[src/rtl/byte_word_packer.sv]
// Purpose: packs a valid/ready byte stream into upper-lane-first words, flushing partial words on last.
// Latency: a word appears on out_* one cycle after its completing byte is accepted.
// Backpressure: in_ready = !out_valid || out_ready; no byte is taken while a held word is stalled.
module byte_word_packer #(
   parameter int BYTES_PER_WORD = 4,
   parameter int CNT_WIDTH      = 16
) (
   input  logic                        clk,
   input  logic                        reset_n,
   input  logic [7:0]                  in_byte,
   input  logic                        in_valid,
   input  logic                        in_last,
   output logic                        in_ready,
   output logic [8*BYTES_PER_WORD-1:0] out_word,
   output logic [BYTES_PER_WORD-1:0]   out_keep,
   output logic                        out_last,
   output logic                        out_valid,
   input  logic                        out_ready,
   output logic [CNT_WIDTH-1:0]        word_count
);

   localparam int W  = 8 * BYTES_PER_WORD;
   localparam int IW = $clog2(BYTES_PER_WORD);

   // Output register occupancy: EMPTY accepts freely, FULL only when the sink drains it.
   typedef enum logic {EMPTY = 1'b0, FULL = 1'b1} state_t;

   state_t                    state;
   logic [W-1:0]              acc;
   logic [BYTES_PER_WORD-1:0] mask;
   logic [IW-1:0]             idx;

   logic [IW-1:0]             lane;
   logic [W-1:0]              merged_word;
   logic [BYTES_PER_WORD-1:0] merged_mask;
   logic                      accept;
   logic                      out_fire;
   logic                      complete;

   assign out_valid = (state == FULL);
   assign in_ready  = !out_valid || out_ready;
   assign accept    = in_valid && in_ready;
   assign out_fire  = out_valid && out_ready;
   assign lane      = IW'(BYTES_PER_WORD - 1) - idx;
   assign complete  = accept && (in_last || (idx == IW'(BYTES_PER_WORD - 1)));

   // Accumulator with the incoming byte dropped into its lane (first byte lands in the top lane).
   always_comb begin
      merged_word = acc;
      merged_mask = mask;
      for (int i = 0; i < BYTES_PER_WORD; i++) begin
         if (IW'(i) == lane) begin
            merged_word[8*i +: 8] = in_byte;
            merged_mask[i]        = 1'b1;
         end
      end
   end

   // Accumulate bytes, move completed words into the output register, count output handshakes.
   always_ff @(posedge clk) begin
      if (!reset_n) begin
         state      <= EMPTY;
         acc        <= '0;
         mask       <= '0;
         idx        <= '0;
         out_word   <= '0;
         out_keep   <= '0;
         out_last   <= 1'b0;
         word_count <= '0;
      end else begin
         if (complete) begin
            // A completion in the same edge as a handshake replaces the old word with no bubble.
            out_word <= merged_word;
            out_keep <= merged_mask;
            out_last <= in_last;
            state    <= FULL;
            acc      <= '0;
            mask     <= '0;
            idx      <= '0;
         end else begin
            if (accept) begin
               acc  <= merged_word;
               mask <= merged_mask;
               idx  <= idx + IW'(1);
            end
            if (out_fire) begin
               state <= EMPTY;
            end
         end
         if (out_fire) begin
            word_count <= word_count + CNT_WIDTH'(1);
         end
      end
   end

endmodule

[config.mk]
export PLATFORM = sky130hd
export DESIGN_NAME = byte_word_packer
export DESIGN_NICKNAME = d
export VERILOG_FILES = /design/src/rtl/byte_word_packer.sv
export SDC_FILE = /design/constraint.sdc
export NUM_CORES = 1
export LEC_CHECK = 0
export ABC_AREA = 1
export BUFFER_PORTS_ARGS = -buffer_cell sky130_fd_sc_hd__buf_2
export CORE_MARGIN = 2
export CORE_UTILIZATION = 50
export CTS_CLUSTER_DIAMETER = 30
export DETAILED_ROUTE_END_ITERATION = 12
export PLACE_DENSITY = 0.72
export SKIP_LAST_GASP = 1
export SYNTH_ARGS = -nofsm -noshare
export SYNTH_HDL_FRONTEND = slang
export SYNTH_SLANG_ARGS = --single-unit
[constraint.sdc]
create_clock -name clk -period 2.7 [get_ports clk]
set_input_delay 0.27 -clock clk [delete_from_list [all_inputs] [get_ports clk]]
set_output_delay 0.27 -clock clk [all_outputs]
set_load 0.05 [all_outputs]
; ---- Word-level counts from Yosys, hierarchy flattened
; Cells that the tools add are included.
[word_totals]
n_memories = 0
register_bits = 92
inputBits = 13
rom_bits = 0
ram_bits = 0
latchBits = 0
word_cells = 35
out_inout_bits = 55
[classes]
order_cmp = 0
mux = 10
n_bitwise = 1
n_mul = 0
addsub = 3
div = 0
n_shift = 0
reduce_logical = 9
n_eq_ne = 4
[ops]
columns = operator, count
row1 = 8-bit 2-to-1 mux, 4
row2 = "16-bit by 1-bit adder with 16-bit output, second input constant", 1
row3 = 1-bit 2-to-1 mux, 6
row4 = "2-bit == test, first input constant", 2
row5 = 1-bit logical AND, 3
row6 = "2-bit by 1-bit adder with 2-bit output, second input constant", 1
row7 = "1-bit by 2-bit == test with 1-bit output, first input constant", 1
row8 = "2-bit == test, second input constant", 1
row9 = 2-bit logical NOT, 1
row10 = 1-bit logical OR, 2
row11 = 2-bit nonzero test, 1
row12 = 2-bit OR reduction, 1
row13 = "2-bit subtractor, first input constant", 1
row14 = 1-bit logical NOT, 1
row15 = 1-bit NOT, 1

; ---- Logic depth before layout (Yosys ltp)
[logic_depth]
ltp_word = 5
depth_mapped = 9
ltp_nobuf = 9

; ---- Worst setup path before layout
; No wires, ideal clock.
[synth_timing]
kind = reg-to-reg
from = register state, in the netlist out_valid
to = register acc[14]
path_stages_with_launch = 8
period_less_slack_ns = 1.672
n_path_buf = 2
t_required_ns = 2.585
arrival_ns = 1.557
setup_ns = 0.115
slack_ns = 1.028
cell_sequence = dfxtp_1 > nand2_4 > nand2_8 > inv_2 > buf_4 > buf_4 > nand2_1 > a21oi_2
[synth_via]
elab_chain_len = 5
[synth_lines]
columns = item, line
row1 = from (decl), 28  ; state_t state;
row2 = from (signal assigned), 62  ; state <= EMPTY;
row3 = from (signal assigned), 76  ; state <= FULL;
row4 = from (signal assigned), 87  ; state <= EMPTY;
row5 = 1-bit logical NOT (*), 41  ; assign in_ready = !out_valid || out_ready;
row6 = 1-bit logical OR (*), 41
row7 = via in_ready, 13  ; output logic in_ready,
row8 = 1-bit logical AND (*), 42  ; assign accept = in_valid && in_ready;
row9 = 1-bit logical AND, 45  ; assign complete = accept && (in_last || (idx == IW'(BYTES_PER_WORD - 1)));
row10 = 2-bit OR reduction (no source line), -
row11 = to (signal assigned), 82  ; acc <= merged_word;
row12 = to (decl), 29  ; logic [W-1:0] acc;
; Mark *: on every way through the listed nets, which the timed path passes. The rest lies on a longest branch.
; A chain may end at the register's enable or synchronous reset.

; ---- Worst setup path after layout
[layout_timing]
from = register idx[0]
to = register out_keep[3]
[layout_via]
elab_chain_len = 3
word_cells_on_any_way = 6
cone_classes = add/sub (1) / eq/ne (2) / mux (1) / reduce/logical (2)
[layout_lines]
columns = item, line
row1 = from (decl), 31  ; logic [IW-1:0] idx;
row2 = from (signal assigned), 84  ; idx <= idx + IW'(1);
row3 = 2-bit subtractor / 2-bit == test (equally long branches), "44, 45"
row4 = 2-bit == test / 1-bit logical OR (equally long branches), "52, 45"
row5 = 1-bit 2-to-1 mux / 1-bit logical AND (equally long branches), "52, 45"
row6 = to (signal assigned), 74  ; out_keep <= merged_mask;
row7 = to (decl), 15  ; output logic [BYTES_PER_WORD-1:0] out_keep,
; Parallel ways exist; a longest one is shown, timed or not.

==> results by group <==
Layout
  – Fin util: 59.6%
  – Layout area overhead: 14.5%
  – # diodes: 0
  – Layout cells sized above 1: 22.0%
  – Nets@finish: 635

Critical path
  – Flop-to-flop setup slack: 900 ps
  – Critical path fanouts, max: 37
  – Worst Reg-to-Reg Cells: 8
  – Critical Path RT: 2990 ps
  – Slowest-stage cell, CP: buf_4
  – FF-to-FF Start: idx[0]$_SDFFE_PP0P_
  – CP Launch Type: flop
  – Cell mode on critical path: buf_4
  – CP arrival: 2090 ps
  – Max stage delay on crit path: 480 ps
  – Worst Setup Path Type: reg2reg
  – Sequence of cells on the critical path: ha_1, buf_4, nor2_4, nor2_8, inv_2, buf_4, nand2_1, a21oi_1
  – Reg-to-Reg End: out_keep[3]$_SDFFE_PN0P_
  – CP endpoint kind: flop

Logic synthesis
  – Sequential share of the synthesized area: 45.6%
  – Mean post-synth cell area: 7.19 sq um
  – Largest cells by area after synthesis: dfxtp_1 46%, nand2_1 18%, nor2_1 6.3%
  – Yosys cell types: 26
  – Mapped Cells: 562
  – Synth warn: 0
  – Syn_nets: 580
  – Flop and latch count out of synthesis: 92
  – Mapped Area: 4040 sq um
  – Cell accounting for the most synthesized area: dfxtp_1
  – Share of the synthesized area in the top cell type: 45.6%

GRT
  – First-pass GRT wire length: 15.8 mm
  – Pin count of the biggest net entering global routing: 39
  – Vias in the first global route: 3451
  – Gr usage total: 22.4%
  – Antenna violations before repair: 0
  – Overflow left after global routing: 0

Clock tree
  – Hold Buf Count CTS: 0
  – Clk buf depth: 2
  – CTS tree: done
  – CTS buffer count: 9
  – CTS Root Cell: clkbuf_8
  – H-tree lvl count: 3
  – Clock Latency Late Sink: 360 ps
  – Setup repair bufs after CTS: 0
  – Clock-pin slew on the worst setup and hold paths: 90 ps
  – Cts repair resizes: 0
  – Clock Sinks: 92

Routing
  – # DRC: 0
  – Via density: 5.05
  – Pre-Repair DR Iteration Count: 4
  – Initial DRC Count: 196
  – Routed wire length: 9.45 mm
  – Total vias in the final route: 3653
  – Routed WL per cell: 13.0 microns
  – Final ANT Viol Nets: 0

Placed design
  – Port bufs: 67
  – Gpl congestion: 0.787
  – HPWL after DPL: 6.25 mm

Power
  – Power per cell area: 646 nW/um^2
  – Leak Pwr: 2.00 nW
  – VDD IR max: 0.000314 V

Timing
  – Worst Skew: 7.43 ps
  – Minimum clock period: 1800 ps
  – Fmax achieved: 0.555 GHz
  – Slew Limit Headroom: 55.9%
  – Slew Viols, Final: 0
  – Final Hold Viols: 0
  – Final period util: 66.8%
  – Worst Tran Pin Value: 661 ps
  – RSZ-0062 raised after global routing: no
  – Setup violators final: 0
  – TNS Setup: 0 ps

Die
  – I/O pins: 68
  – Die height: 93.9 microns
  – Core ar.: 7770 sq um
  – Initial Util: 52.0%
  – Die ar.: 8820 sq um
  – Die W: 93.9 microns
  – Row Count: 32

Worst hold path
  – Hold WC Path Type: in2reg
  – Hold depth: 3
  – Worst hold path endpoint: out_last$_SDFFE_PN0P_
  – HP Start: in_last

Job
  – Maxcap violations: 0

Status
  – Outcome: completed
## metal layers
metal	wire, microns	track usage [%]	up-vias
met5	0	0	-
met4	130	8.33	0
met3	431	4.57	14
met2	4500	37.6	96
met1	4380	28.5	1678
li1	-	-	1865
## critical path, delay by kind of cell, from the launching register on
kind / cells / cell delay, ps
flops: 1 / 350
buf+inv: 3 / 730
compound gates: 1 / 140
simple gates: 3 / 300
fa+ha+maj: 1 / 200
## power breakdown
part,internal (mW),total [mW],switching [mW],leakage [nW]
Combinational,0.0981,0.419,0.321,1.13
Sequential,1.41,1.43,0.0250,0.749
Clock,0.665,1.14,0.474,0.127
## cells in the mapped netlist (all sizes together)
master and count:
nand4 2, a31oi 1, o21a 1, inv 31, xnor2 1, nand3b 1, a21oi 50, o21bai 1
o21ai 49, ha 5, buf 18, nand2 196, clkbuf 10, nand3 4, dfxtp 92, nor2 100
## cells in the final DEF (no fill, tap or decap), types with 2 or more instances in the layout
cell type	instances
nor2_2	30
buf_2	67
nor2_1	68
buf_4	4
ha_1	5
inv_2	4
a21oi_2	11
a21oi_1	39
dfxtp_1	92
o21ai_0	49
bufinv_16	3
nand4_1	2
nand2_1	193
clkbuf_8	11
inv_1	27
nand3_1	4
## per-stage QoR
stage               setup WS [ps]  cells  instance area [sq um]  hold slack (ps)  power (mW)
CTS                           906    724                   4630              209        3.01
floorplan                    1030    562                   4040              405        1.79
global route                  751    724                   4630              221        3.09
finish                        898    724                   4630              216        2.99
detailed placement            920    708                   4380              424        1.88
global placement              984    708                   4380              413        1.88
## worst max-delay path by stage
| stage | start | to | slack [ps] | cells past startpoint |
|---|---|---|---|---|
| floorplan | out_valid$_SDFFE_PN0P_ | acc[14]$_SDFFE_PP0P_ | 1030 | 7 |
| global placement | idx[0]$_SDFFE_PP0P_ | out_keep[2]$_SDFFE_PN0P_ | 980 | 8 |
| detailed placement | idx[0]$_SDFFE_PP0P_ | out_keep[1]$_SDFFE_PN0P_ | 920 | 8 |
| CTS | idx[0]$_SDFFE_PP0P_ | out_keep[3]$_SDFFE_PN0P_ | 910 | 8 |
| global route | idx[1]$_SDFFE_PP0P_ | out_keep[2]$_SDFFE_PN0P_ | 750 | 8 |
| finish | idx[0]$_SDFFE_PP0P_ | out_keep[3]$_SDFFE_PN0P_ | 900 | 8 |
## cells by family (layout without fill, tap and decap cells)
family,after synthesis,in the layout,share of synthesized area (%)
adders and majority gates,5,5,1.55
AOI/OAI and AO/OA,102,102,13.8
buffers and inverters,59,119,7.30
xor gates and xnor gates,1,1,0.217
DFF,92,92,45.6
and+or+nand+nor,303,303,31.6
## area by class of cell
cell class / count / area, sq um
Clock buffer: 12 / 155
Tap cell: 102 / 128
Sequential cell: 92 / 1840
Fill cell: 745 / 3140
Clock inverter: 4 / 95.1
Multi-Input combinational cell: 411 / 1910
Inverter: 31 / 116
Timing Repair Buffer: 72 / 385
## state kept, by name, indices dropped and copies added (netlist names)
| signal | cells |
|---|---|
| acc | 32 |
| idx | 2 |
| mask | 4 |
| out_keep | 4 |
| out_last | 1 |
| out_valid | 1 |
| out_word | 32 |
| word_count | 16 |
(Power assumes the default switching activity.)
